--- config.mk ---
export PLATFORM = sky130hd
export DESIGN_NAME = multicycle_control_flat
export DESIGN_NICKNAME = d
export VERILOG_FILES = /design/src/rtl/multicycle_control_if.sv /design/src/rtl/multicycle_control.sv /design/src/flat_wrapper.sv
export SDC_FILE = /design/constraint.sdc
export NUM_CORES = 1
export LEC_CHECK = 0
export ABC_AREA = 1
export CORE_MARGIN = 3
export CORE_UTILIZATION = 40
export CTS_CLUSTER_DIAMETER = 50
export DETAILED_ROUTE_END_ITERATION = 10
export PLACE_DENSITY_LB_ADDON = 0.3
export SYNTH_ARGS = -nofsm -noshare
export SYNTH_HDL_FRONTEND = slang
export SYNTH_SLANG_ARGS = --single-unit
--- constraint.sdc ---
create_clock -name clk -period 1.4 [get_ports clk]
set_input_delay 0.21 -clock clk [delete_from_list [all_inputs] [get_ports clk]]
set_output_delay 0.21 -clock clk [all_outputs]
set_load 0.03 [all_outputs]
--- src/rtl/multicycle_control_if.sv ---
// multicycle_control_if: opcode/mem_ready in, datapath control strobes and selects out
interface multicycle_control_if;
  logic [5:0] opcode;
  logic       mem_ready;
  logic       pc_write;
  logic       branch;
  logic       i_or_d;
  logic       mem_write;
  logic       ir_write;
  logic       mem_to_reg;
  logic       reg_dst;
  logic       reg_write;
  logic       alu_src_a;
  logic [1:0] alu_src_b;
  logic [1:0] alu_op;
  logic [1:0] pc_src;
  logic       instr_done;
  logic       illegal_op;
  logic [3:0] state;
  modport master (
    output opcode, mem_ready,
    input  pc_write, branch, i_or_d, mem_write, ir_write, mem_to_reg, reg_dst, reg_write,
           alu_src_a, alu_src_b, alu_op, pc_src, instr_done, illegal_op, state
  );
  modport slave (
    input  opcode, mem_ready,
    output pc_write, branch, i_or_d, mem_write, ir_write, mem_to_reg, reg_dst, reg_write,
           alu_src_a, alu_src_b, alu_op, pc_src, instr_done, illegal_op, state
  );
endinterface

--- src/rtl/multicycle_control.sv ---
// multicycle_control: main FSM of the multicycle MIPS datapath, stalls on mem_ready
module multicycle_control #(
  parameter logic [5:0] OP_RTYPE = 6'h00,
  parameter logic [5:0] OP_LW    = 6'h23,
  parameter logic [5:0] OP_SW    = 6'h2B,
  parameter logic [5:0] OP_BEQ   = 6'h04,
  parameter logic [5:0] OP_ADDI  = 6'h08,
  parameter logic [5:0] OP_J     = 6'h02
) (
  input logic               clk,
  input logic               reset,
  multicycle_control_if.slave bus
);
  typedef enum logic [3:0] {
    FETCH, DECODE, MEMADR, MEMRD, MEMWB, MEMWR, EXECUTE, ALUWB, BRANCH, ADDIEX, ADDIWB, JUMP
  } state_t;
  state_t cur, nxt;
  logic [5:0] op;
  assign op = bus.opcode;
  always_ff @(posedge clk or posedge reset)
    if (reset) cur <= FETCH;
    else cur <= nxt;
  // Outputs are held at zero while reset is high so no write strobe can leak out.
  always_comb begin
    nxt = FETCH;
    bus.pc_write = 1'b0;
    bus.branch = 1'b0;
    bus.i_or_d = 1'b0;
    bus.mem_write = 1'b0;
    bus.ir_write = 1'b0;
    bus.mem_to_reg = 1'b0;
    bus.reg_dst = 1'b0;
    bus.reg_write = 1'b0;
    bus.alu_src_a = 1'b0;
    bus.alu_src_b = 2'b00;
    bus.alu_op = 2'b00;
    bus.pc_src = 2'b00;
    bus.instr_done = 1'b0;
    bus.illegal_op = 1'b0;
    bus.state = reset ? 4'd0 : cur;
    if (!reset)
      case (cur)
        FETCH: begin
          bus.alu_src_b = 2'b01;
          bus.ir_write = bus.mem_ready;
          bus.pc_write = bus.mem_ready;
          nxt = bus.mem_ready ? DECODE : FETCH;
        end
        DECODE: begin
          bus.alu_src_b = 2'b11;
          nxt = (op == OP_LW || op == OP_SW) ? MEMADR :
                op == OP_RTYPE ? EXECUTE :
                op == OP_BEQ   ? BRANCH  :
                op == OP_ADDI  ? ADDIEX  :
                op == OP_J     ? JUMP    : FETCH;
          bus.illegal_op = nxt == FETCH;
        end
        MEMADR: begin
          bus.alu_src_a = 1'b1;
          bus.alu_src_b = 2'b10;
          nxt = op == OP_SW ? MEMWR : MEMRD;
        end
        MEMRD: begin
          bus.i_or_d = 1'b1;
          nxt = bus.mem_ready ? MEMWB : MEMRD;
        end
        MEMWB: begin
          bus.mem_to_reg = 1'b1;
          bus.reg_write = 1'b1;
          bus.instr_done = 1'b1;
        end
        MEMWR: begin
          bus.i_or_d = 1'b1;
          bus.mem_write = 1'b1;
          bus.instr_done = bus.mem_ready;
          nxt = bus.mem_ready ? FETCH : MEMWR;
        end
        EXECUTE: begin
          bus.alu_src_a = 1'b1;
          bus.alu_op = 2'b10;
          nxt = ALUWB;
        end
        ALUWB: begin
          bus.reg_dst = 1'b1;
          bus.reg_write = 1'b1;
          bus.instr_done = 1'b1;
        end
        BRANCH: begin
          bus.alu_src_a = 1'b1;
          bus.alu_op = 2'b01;
          bus.pc_src = 2'b01;
          bus.branch = 1'b1;
          bus.instr_done = 1'b1;
        end
        ADDIEX: begin
          bus.alu_src_a = 1'b1;
          bus.alu_src_b = 2'b10;
          nxt = ADDIWB;
        end
        ADDIWB: begin
          bus.reg_write = 1'b1;
          bus.instr_done = 1'b1;
        end
        JUMP: begin
          bus.pc_src = 2'b10;
          bus.pc_write = 1'b1;
          bus.instr_done = 1'b1;
        end
        default: nxt = FETCH;
      endcase
  end
endmodule

--- src/flat_wrapper.sv ---
// flat-port wrapper written by rule: the top's interface ports become plain ports
module multicycle_control_flat 
#(
  parameter logic [5:0] OP_RTYPE = 6'h00,
  parameter logic [5:0] OP_LW    = 6'h23,
  parameter logic [5:0] OP_SW    = 6'h2B,
  parameter logic [5:0] OP_BEQ   = 6'h04,
  parameter logic [5:0] OP_ADDI  = 6'h08,
  parameter logic [5:0] OP_J     = 6'h02
)
  (clk, reset, bus_opcode, bus_mem_ready, bus_pc_write, bus_branch, bus_i_or_d, bus_mem_write, bus_ir_write, bus_mem_to_reg, bus_reg_dst, bus_reg_write, bus_alu_src_a, bus_alu_src_b, bus_alu_op, bus_pc_src, bus_instr_done, bus_illegal_op, bus_state);
  multicycle_control_if bus_i ();
  input logic clk;
  input logic reset;
  input wire logic [$bits(bus_i.opcode)-1:0] bus_opcode;
  input wire logic [$bits(bus_i.mem_ready)-1:0] bus_mem_ready;
  output wire logic [$bits(bus_i.pc_write)-1:0] bus_pc_write;
  output wire logic [$bits(bus_i.branch)-1:0] bus_branch;
  output wire logic [$bits(bus_i.i_or_d)-1:0] bus_i_or_d;
  output wire logic [$bits(bus_i.mem_write)-1:0] bus_mem_write;
  output wire logic [$bits(bus_i.ir_write)-1:0] bus_ir_write;
  output wire logic [$bits(bus_i.mem_to_reg)-1:0] bus_mem_to_reg;
  output wire logic [$bits(bus_i.reg_dst)-1:0] bus_reg_dst;
  output wire logic [$bits(bus_i.reg_write)-1:0] bus_reg_write;
  output wire logic [$bits(bus_i.alu_src_a)-1:0] bus_alu_src_a;
  output wire logic [$bits(bus_i.alu_src_b)-1:0] bus_alu_src_b;
  output wire logic [$bits(bus_i.alu_op)-1:0] bus_alu_op;
  output wire logic [$bits(bus_i.pc_src)-1:0] bus_pc_src;
  output wire logic [$bits(bus_i.instr_done)-1:0] bus_instr_done;
  output wire logic [$bits(bus_i.illegal_op)-1:0] bus_illegal_op;
  output wire logic [$bits(bus_i.state)-1:0] bus_state;
  assign bus_i.opcode = bus_opcode;
  assign bus_i.mem_ready = bus_mem_ready;
  assign bus_pc_write = bus_i.pc_write;
  assign bus_branch = bus_i.branch;
  assign bus_i_or_d = bus_i.i_or_d;
  assign bus_mem_write = bus_i.mem_write;
  assign bus_ir_write = bus_i.ir_write;
  assign bus_mem_to_reg = bus_i.mem_to_reg;
  assign bus_reg_dst = bus_i.reg_dst;
  assign bus_reg_write = bus_i.reg_write;
  assign bus_alu_src_a = bus_i.alu_src_a;
  assign bus_alu_src_b = bus_i.alu_src_b;
  assign bus_alu_op = bus_i.alu_op;
  assign bus_pc_src = bus_i.pc_src;
  assign bus_instr_done = bus_i.instr_done;
  assign bus_illegal_op = bus_i.illegal_op;
  assign bus_state = bus_i.state;
  multicycle_control #(.OP_RTYPE(OP_RTYPE), .OP_LW(OP_LW), .OP_SW(OP_SW), .OP_BEQ(OP_BEQ), .OP_ADDI(OP_ADDI), .OP_J(OP_J)) u_core (.clk(clk), .reset(reset), .bus(bus_i));
endmodule
==> results by group, run 1 <==
Status
  – Status: did not finish
  – Exit stage: 5_1_grt
  – Error: [ERROR DPL-0038] Utilization greater than 100%, impossible to legalize

CTS
  – H-tree levels: 1
  – CTS max path bufs: 2
  – Hold-fix buffers at CTS: 0
  – Sink Count: 4
  – Root buf cell: clkbuf_4
  – CTS Buf Count: 3

Place
  – DP HPWL: 1770 µm
  – DP Area: roughly 0.0011 mm²
  – Port bufs: 29
  – Routability cong.: slightly below 1

Synth
  – Netlist cell types: 19
  – Yosys reg bits: 4
  – Post-synthesis sequential area ratio: 15.7%
  – Cell Area, Synth: 639 µm²
  – Synth Instances: between 100 and 150
  – Syn Nets: 139
  – Yosys warns: 0
  – Syn_area_per_cell: 4.92 µm²

Floorplanning
  – Die width: 46.0 µm
  – Row count: 13
  – IO Pins: 30
  – Die Ht: 46.0 µm
  – Initial core utilization: 45.7%

Timing
  – Post-GRT worst EP: bus_illegal_op
  – Worst endpoint type: top-level output

Global route
  – Largest net degree at the start of global routing: 22
-- metrics by stage --
step / cells / worst slack, ns / TNS, ns
CTS: 199 / -0.292 / -3.50
detailed placement: 193 / -0.293 / -3.26
floorplan: 130 / -0.153 / -0.221
global placement: 193 / -0.249 / -2.76
-- timing repair --
action,4_1_cts
setup endpoints to repair,21
pin swaps,4
endpoints found under the hold margin,0
buffers inserted,4
resized for setup,21
-- logic make-up after synthesis --
| logic type | count (synthesis) | synth area share (%) |
|---|---|---|
| AO/OA/AOI/OAI | 8 | 6.46 |
| flip-flops | 4 | 15.7 |
| buffers and inverters | 27 | 16.4 |
| AND/OR/NAND/NOR | 91 | 61.4 |
-- cells in the mapped netlist --
| cell type | number | area (µm²) |
|---|---|---|
| nand4_1 | 2 | 12.5 |
| inv_1 | 22 | 82.6 |
| a31oi_1 | 1 | 6.26 |
| nor3_1 | 1 | 5.00 |
| nor2_2 | 1 | 6.26 |
| inv_2 | 2 | 7.51 |
| buf_4 | 1 | 7.51 |
| nand3_1 | 12 | 60.1 |
| a21oi_1 | 5 | 25.0 |
| nor2_1 | 44 | 165 |
| nor3_2 | 1 | 10.0 |
| nand2_1 | 25 | 93.8 |
| clkbuf_1 | 2 | 7.51 |
| nand3_2 | 1 | 10.0 |
| nand2_2 | 3 | 18.8 |
| dfrtp_1 | 4 | 100 |
| nor2_4 | 1 | 11.3 |
| o21ai_0 | 1 | 5.00 |
| o21ai_1 | 1 | 5.00 |
==> run 2: changes to the inputs <==
CORE_AREA = 3 3 64 66   (was unset)
CORE_MARGIN = unset   (was 3)
CORE_UTILIZATION = unset   (was 40)
CTS_CLUSTER_DIAMETER = unset   (was 50)
DIE_AREA = 0 0 67 69   (was unset)
PLACE_DENSITY_LB_ADDON = 0.15   (was 0.3)
==> run 2 against run 1 <==
Compared with the run above:
- the flow now finishes, with violations (negative setup slack)
- synthesized area unchanged
- synthesized cell count unchanged
==> results by group, run 2 <==
Status
  – Status: finished, violations left
  – Failing checks: negative setup slack

Cells and area
  – Number of flip-flops in the largest register: 4
  – Layout cells sized above 1: 56.1%
  – Layout Nets: 207
  – Design area: 0.00151 mm²
  – Most frequent cells in the layout: buf_4, nor2_1, nand2_1
  – Top flop regs: u_core.cur: 4 flops
  – Finished Layout Cells: 244
  – Largest Register: u_core.cur
  – Layout Utilization: about two fifths
  – N_diodes: 0
  – Area grow syn2layout: 136%
  – Commonest non-fill, non-tap cell in the layout: buf_4

Detailed routing
  – WL per Instance: 9.89 µm
  – Via count: 1001
  – Drt pass-1 iters: 4
  – Vias/cell: just over 4
  – Detailed Route Iter0 Violations: between 40 and 50
  – Final WL: 2410 µm
  – DRC errors left: 0
  – Antenna Nets Post-Route: 0

Synth
  – Synth Flop Type: dfrtp_1
  – Top-area cell type share of the netlist area: 25.8% (unchanged)
  – Yosys reg bits: 4 (unchanged)
  – Post-synthesis sequential area ratio: 15.7% (unchanged)
  – Syn Nets: 139 (unchanged)
  – Syn_area_per_cell: 4.92 µm² (unchanged)
  – Yosys warns: 0 (unchanged)
  – Ys async rst share: 100% (unchanged)
  – Synth Instances: 130 (unchanged)
  – Cell Area, Synth: 639 µm² (unchanged)
  – Synth cell count leaders: nor2_1, nand2_1, inv_1, nand3_1, a21oi_1
  – Post-synth EDFFs: 0 (unchanged)
  – Count leader, synth: nor2_1
  – Synth area leaders: nor2_1, dfrtp_1, nand2_1
  – Netlist cell types: 19 (unchanged)
  – Cell taking the most area after synthesis: nor2_1

Worst setup path
  – CP Capture Type: output pin
  – CP Class: reg2out
  – Critical path arrival: between 1 and 1.5 ns
  – Buf+Inv Stages, Crit Path: 2
  – Critical Path RT: between 1 and 1.5 ns
  – CP top delay family: flip-flops
  – Critical path's slowest cell: dfrtp_2
  – R2R depth: 10
  – CP cell instances: inv_2, nand2_4, nor2_4, nand2_1, a31oi_4, buf_6
  – Worst r2r src: u_core.cur[1]
  – Setup crit start kind: flip-flop
  – R2r setup slk: -0.09 ns
  – Delay of the slowest critical-path stage: 0.48 ns
  – Reg-to-Reg End: u_core.cur[3]
  – CP Max Fanout: 5

Floorplanning
  – Die width: 67 µm (+46%)
  – Row count: 22 (+9)
  – IO Pins: 30 (unchanged)
  – Die area: 0.00462 mm²
  – Die Ht: 69 µm (+50%)
  – CORE AREA: 0.00363 mm²
  – Initial core utilization: 17.6% (-28 points)

CTS
  – CTS max path bufs: 2 (unchanged)
  – CTS clock-pin slew for the worst setup and hold paths: approximately 0.03 ns
  – H-tree levels: 1 (unchanged)
  – Worst-skew pair later-pin latency: 0.21 ns
  – CTS tree: yes
  – CTS Buf Count: 3 (unchanged)
  – Sink Count: 4 (unchanged)
  – Root buf cell: clkbuf_8

Power
  – P per Cell Area: ~380 mW/mm²
  – Max VDD drop: around 240 µV
  – LEAKAGE: 0.000787 µW

Timing
  – Final min period: 1.66 ns
  – RSZ-0062 raised after global routing: yes
  – Slew margin rel.: 85.9%
  – Fmax: 603 MHz
  – Worst Clk Skew: 0.00153 ns
  – Fin crit share: 118%
  – Final Slew Violations: 0
  – Endpoints failing hold: 0
  – Worst Max-Slew Pin Slew: 0.210 ns
  – Fin Setup TNS: -2.96 ns
  – Final Setup Violations: 17
  – Post-route setup slack: -0.258 ns

Global route
  – Vias in the first global route: 955
  – Largest net degree at the start of global routing: 22
  – Overflow left after global routing: 0
  – Antenna violations before repair: 0
  – GR Util All Layers: slightly above 10%
  – Global-route wire length before repair: 3940 µm

Place
  – Inst Count DP: 233 (+21%)
  – DP HPWL: 1900 µm (+7.8%)
  – Routability cong.: 0.860 (-11%)
  – Port bufs: 29 (unchanged)
  – DP Area: 0.00119 mm² (+8.6%)

Hold path
  – HP Class: in2async

Flow run
  – Maxcap violations: 0
run 2: cell counts after synthesis:
No cell type changed its count.
run 2: per-stage QoR:
step	setup slack, ns	total power (µW)	hold WS (ns)
global placement	-0.277	304	0.707
global route	-0.318	614	0.424
finish	-0.258	574	0.374
floorplan	-0.153	215	-0.00711
CTS	-0.292	574	0.367
detailed placement	-0.317	304	0.713
run 2: logic make-up (layout without fill, tap and decap cells):
logic type / count (synthesis) / count (layout) / synth area share, %
buffers and inverters: 27 / 93 / 16.4
AND/OR/NAND/NOR: 91 / 91 / 61.4
flip-flops: 4 / 4 / 15.7
AO/OA/AOI/OAI: 8 / 8 / 6.46
run 2: cell type report:
class,count,area (µm²)
fillers,399,2120
flip-flops and latches,4,104
clock buffers,3,41.3
multi-input cells,99,611
inverters,24,95.1
repair buffers,66,601
well taps,48,60.1
run 2: worst register-to-register path: stages (launching register included):
cell	delay (ns)
dfrtp_2	0.48
inv_2	0.11
nand2_4	0.07
nor2_4	0.15
buf_6	0.12
inv_4	0.03
buf_4	0.12
buf_4	0.12
nand3_1	0.07
nand3_1	0.07
nor2_1	0.08
run 2: worst max path at each step:
stage | from | end | cells past startpoint
after floorplan | u_core.cur[3] | bus_illegal_op | 7
after global placement | bus_opcode[5] | bus_illegal_op | 8
after detailed placement | bus_opcode[2] | bus_illegal_op | 8
after CTS | u_core.cur[2] | bus_alu_src_a | 7
after global routing | u_core.cur[3] | bus_illegal_op | 8
final | u_core.cur[1] | bus_instr_done | 6
run 2: report_power, final:
part	switching [µW]	internal (µW)	leakage (µW)
sequential	7.21	120	0.0000502
combinational	113	95.5	0.000715
clock	56.5	183	0.0000216
run 2: layer usage:
layer	part of all wire (%)	track usage, %	vias to the layer above
met4	0	2.48	0
met1	41	12.1	454
met5	0	0	-
li1	-	-	532
met3	4.2	1.95	0
met2	54	18.7	15
run 2: repair_timing:
item,4_1_cts,5_1_grt
buffers inserted,7,5
gates resized for setup,28,45
pin swaps,1,10
hold buffers,0,0
cloned,0,0
endpoints found under the hold margin,0,0
setup endpoints to repair,21,23
Note: power is estimated with default switching activity, not from simulation.
==> RTL change 1 (settings of run 2) <==
`OP_RTYPE` is set to 6'h00 in 2 places; all go to 6'h01.
--- a/src/rtl/multicycle_control.sv
+++ b/src/rtl/multicycle_control.sv
@@ -1,6 +1,6 @@
 // multicycle_control: main FSM of the multicycle MIPS datapath, stalls on mem_ready
 module multicycle_control #(
-  parameter logic [5:0] OP_RTYPE = 6'h00,
+  parameter logic [5:0] OP_RTYPE = 6'h01,
   parameter logic [5:0] OP_LW    = 6'h23,
   parameter logic [5:0] OP_SW    = 6'h2B,
   parameter logic [5:0] OP_BEQ   = 6'h04,
--- a/src/flat_wrapper.sv
+++ b/src/flat_wrapper.sv
@@ -1,7 +1,7 @@
 // flat-port wrapper written by rule: the top's interface ports become plain ports
 module multicycle_control_flat 
 #(
-  parameter logic [5:0] OP_RTYPE = 6'h00,
+  parameter logic [5:0] OP_RTYPE = 6'h01,
   parameter logic [5:0] OP_LW    = 6'h23,
   parameter logic [5:0] OP_SW    = 6'h2B,
   parameter logic [5:0] OP_BEQ   = 6'h04,
Check against the original RTL: not equivalent (a bounded check fails within 4 cycles, from zero or initial values and one cycle with reset high).
==> RTL change 1 against run 2 <==
Sequential cell count unchanged. Wire length down 0.25%. Setup slack better by 0.011 ns. Synthesized area down 6.5%. The flow still finishes with violations (setup timing). Critical path depth unchanged. Total power up 6.6%. Hold slack better by 0.046 ns. Cell area down 1.3%.
==> RTL change 1: results (changes against run 2) <==
Synth
  • Synth Area in Compound Gates: 9.83% (+3.4 points)
  • Cell variety after synth: 18 (-1)
  • Synthesized instance count: 116 (-11%)
  • Syn_nets: 125 (-10%)
  • Area contributors post-synth: nor2_1 (23%), dfrtp_1 (17%), nand2_1 (14%)
  • Top cells by count, synth: nor2_1 (37), nand2_1 (22), inv_1 (12), nand3_1 (12)

GRT
  • First-pass GRT wire length: 3960 um (+0.53%)
  • GRT met3 Usage: 0.977% (-0.98 points)
  • Global-route usage over all layers: 10.8% (+0.42 points)
  • Met1 Use GR: 13.3% (+1.2 points)
  • Largest net degree at the start of global routing: 15 (-32%)
  • Vias in the first global route: 894 (-6.4%)

Layout
  • #MultiIn Comb: 93 (-6.1%)
  • Non-clock buffer share: 37.3% (-2.4 points)
  • NumNets Final: 190 (-8.2%)
  • Multi-input logic portion of the cell area: 44.3% (+3.9 points)
  • Buffers, non-clock: 63 (-4.5%)
  • Inverter count: 16 (-33%)
  • Share of layout cells above drive strength 1: 62.2% (+6.1 points)

Status
  • Failing checks: setup timing
  • Status: complete, but fails checks

STA
  • Final worst slack: -0.247 ns (+0.0110 ns)
  • Final setup fails: 17 (unchanged)
  • Minimum hold slack: 0.419 ns (+0.0460 ns)
  • Setup_tns: -2.93 ns (+0.0342 ns)
  • Slew margin rel.: 84.3% (-1.6 points)
  • Final clock skew: 0.00221 ns (+0.000684 ns)

Setup path
  • R2R setup slack: -0.06 ns (+0.03 ns)
  • Reg2reg end: u_core.cur[1]
  • CP max FO: 6 (+1)
  • FF-to-FF path depth: 9 (-1)

Clocking
  • Post CTS Setup Buffer Count: 8 (+1)

Drt
  • Top layer reached by signal wires: met4
  • Routed len/inst: 10.6 um (+6.8%)
  • Post-Route WL: 2410 um (-0.25%)
  • Met1 WL: 994 um (-0.30%)

Power
  • Maximum vdd drop: 0.000227 V (-4.7%)

Placement
  • DP Cell Count: 216 (-7.3%)
RTL change 1: cell types whose count changed after synthesis, moves of 2 or more:
| cell | delta |
|---|---|
| nand2_1 | -3 |
| inv_1 | -10 |
| nand4_1 | -2 |
| nor3_1 | +4 |
| inv_2 | +2 |
| nor2_1 | -7 |
RTL change 1: per-stage QoR:
step | util, % | setup slack, ns | instance area [um^2] | power (mW)
after floorplan | - | -0.144 | 674 | 0.217
after global placement | 31.6 | -0.249 | 1150 | 0.315
after detailed placement | 31.6 | -0.283 | 1150 | 0.316
after CTS | 38.9 | -0.240 | 1410 | 0.611
after global routing | 41.0 | -0.321 | 1490 | 0.654
final | 41.0 | -0.247 | 1490 | 0.613
RTL change 1: power groups by stage:
stage	Sequential, mW	Combinational [mW]	Clock [mW]
after floorplan	0.125	0.0925	0
after global placement	0.125	0.190	0
after detailed placement	0.125	0.191	0
after CTS	0.126	0.218	0.267
after global routing	0.128	0.243	0.283
final	0.128	0.222	0.262
==> RTL change 2 (config.mk and constraints of run 2) <==
Made on the original files. Make the reset (`reset`) synchronous in one clocked block.
--- a/src/rtl/multicycle_control.sv
+++ b/src/rtl/multicycle_control.sv
@@ -17,7 +17,7 @@
   state_t cur, nxt;
   logic [5:0] op;
   assign op = bus.opcode;
-  always_ff @(posedge clk or posedge reset)
+  always_ff @(posedge clk)
     if (reset) cur <= FETCH;
     else cur <= nxt;
   // Outputs are held at zero while reset is high so no write strobe can leak out.
Function: same outputs for any inputs over 10 cycles, from zero or initial values and one cycle with reset high; that may be too few to reach the edited logic, so the function may still have changed.
==> RTL change 2 against run 2 <==
Non-clock buffer count is 15 lower. Synthesized cell count shrank 12%. Cell count fell by 13%. Wire length shrank 11%. Cell area fell by 13%. Sequential cell count is the same. Total power decreased by 4.8%. Critical path depth increased by 1. Die area did not move. Hold slack better by 0.22 ns. Critical path type unchanged. The flow still finishes with violations (setup timing). Synthesized area decreased by 9.4%. Combinational power decreased by 9%. Setup slack improved by 0.14 ns.
==> RTL change 2: results (changes against run 2) <==
Placement
  • I/O Buffers: 29 (unchanged)
  • Hpwl dp: 1790 um (-6.0%)
  • Final GP Congestion: 0.807 (-6.1%)
  • DP Cell Count: 205 (-12%)

Layout
  • Ant. Diodes: 0 (unchanged)
  • Share of layout cells above drive strength 1: 59.4% (+3.3 points)
  • Biggest regs: u_core.cur: 4 flops
  • NumNets Final: 176 (-15%)
  • Filler cells: 407 (+2.0%)

Synth
  • Post-synthesis mux area share: 0% (unchanged)
  • Asr flop ratio synth: 0% (-100 points)
  • Average cell area after synthesis: 5.08 um^2 (+3.3%)
  • Top cells by count, synth: nor2_1 (33), nand2_1 (23), inv_1 (14)
  • Sequential area share after synthesis: 13.8% (-1.8 points)
  • Syn_nets: 123 (-12%)
  • Post-Synth XOR/XNOR Area: 0% (unchanged)
  • Cell variety after synth: 20 (+1)
  • Top_reg_cell synth: dfxtp_1
  • Post-synthesis adder-cell area fraction: 0% (unchanged)
  • Yosys warning count: 0 (unchanged)
  • Synth Area in Compound Gates: 10.8% (+4.3 points)
  • Area contributors post-synth: nor2_1 (21%), nand2_1 (15%), dfxtp_1 (14%)

Clocking
  • TritonCTS Buffers: 3 (unchanged)
  • Clk slew on worst S/H paths: 0.03 ns (about the same)
  • CTS HTree Levels: 1 (unchanged)
  • Clock tree buffer depth: 2 (unchanged)
  • Clock root buffer: clkbuf_8
  • Clk Latency, worst-skew pair: 0.22 ns

Drt
  • Via count: 847 (-15%)
  • DRT Pass-1 Iters: 4 (unchanged)
  • DR iter-0 viols: 24 (-41%)
  • Drt via density: 3.98 (-3.1%)
  • Post-Route WL: 2150 um (-11%)

STA
  • Final clock skew: 0.00209 ns (+0.000561 ns)
  • Final setup fails: 11 (-6)
  • Final worst slack: -0.117 ns (+0.141 ns)
  • Slew margin rel.: 83.1% (-2.8 points)

GRT
  • Global-route usage over all layers: 9.53% (-0.80 points)
  • Vias in the first global route: 824 (-14%)
  • First-pass GRT wire length: 3510 um (-11%)
  • Initial antenna violation count: 0 (unchanged)
  • Largest net degree at the start of global routing: 13 (-41%)

Status
  • Failing checks: setup timing
  • Status: complete, but fails checks

Power
  • Maximum vdd drop: 0.000260 V (+9.5%)
  • Leak pwr: 0.608 nW (-23%)

Min path
  • Worst hold path class: in2reg

Setup path
  • WP data arrival: 1.31 ns (-0.14 ns)
  • CP max FO: 3 (-2)
RTL change 2: layer usage:
layer	part of all wire, %	track usage [%]
met1	43	12.1
met4	0	2.03
met5	0	0
met2	51	15.9
met3	5.3	2.44
RTL change 2: cells by family after synthesis:
kind of cell | Yosys count
buffers and inverters | 19
DFF | 4
AOI/OAI and AO/OA | 11
and+or+nand+nor | 80
RTL change 2: cell type report:
class / count / area (um^2) / share of cell area (%)
multi-input cells: 91 / 586 / 44.6
repair buffers: 51 / 464 / 35.4
flip-flops and latches: 4 / 95.1 / 7.24
inverters: 16 / 66.3 / 5.05
well taps: 48 / 60.1 / 4.58
clock buffers: 3 / 41.3 / 3.15
RTL change 2: timing repair:
action	4_1_cts	5_1_grt
endpoints found under the setup margin	19	15
pin swaps	12	14
resized for setup	46	19
setup buffers	4	1
RTL change 2: critical path, stage by stage, from the launching register on:
cell	delay (ns)
dfxtp_4	0.36
buf_6	0.12
nor2_4	0.13
nand2_2	0.08
nand2_2	0.08
nor2_2	0.05
a31oi_4	0.12
buf_6	0.15
RTL change 2: metrics by stage:
step	power [mW]	setup TNS [ns]	setup slack (ns)	cell area [um^2]
final	0.547	-0.531	-0.117	1310
after global routing	0.577	-1.57	-0.162	1310
after CTS	0.551	-0.683	-0.119	1240
after detailed placement	0.301	-1.78	-0.277	1070
after global placement	0.300	-1.49	-0.263	1070
after floorplan	0.211	-0.194	-0.0875	632
RTL change 2: worst paths after layout:
path / end / from / depth (start not counted) / slack, ns
hold / removal: u_core.cur[0] / bus_opcode[3] / 6 / 0.60
setup / recovery: bus_instr_done / u_core.cur[3] / 7 / -0.12
hold reg to reg: u_core.cur[3] / u_core.cur[1] / 4 / 0.73
setup reg to reg: u_core.cur[0] / u_core.cur[3] / 9 / 0.23
RTL change 2: power by group:
group	switching [mW]	internal (mW)	total, mW
clock network	0.0559	0.183	0.239
logic	0.107	0.0823	0.189
registers	0.00684	0.112	0.119
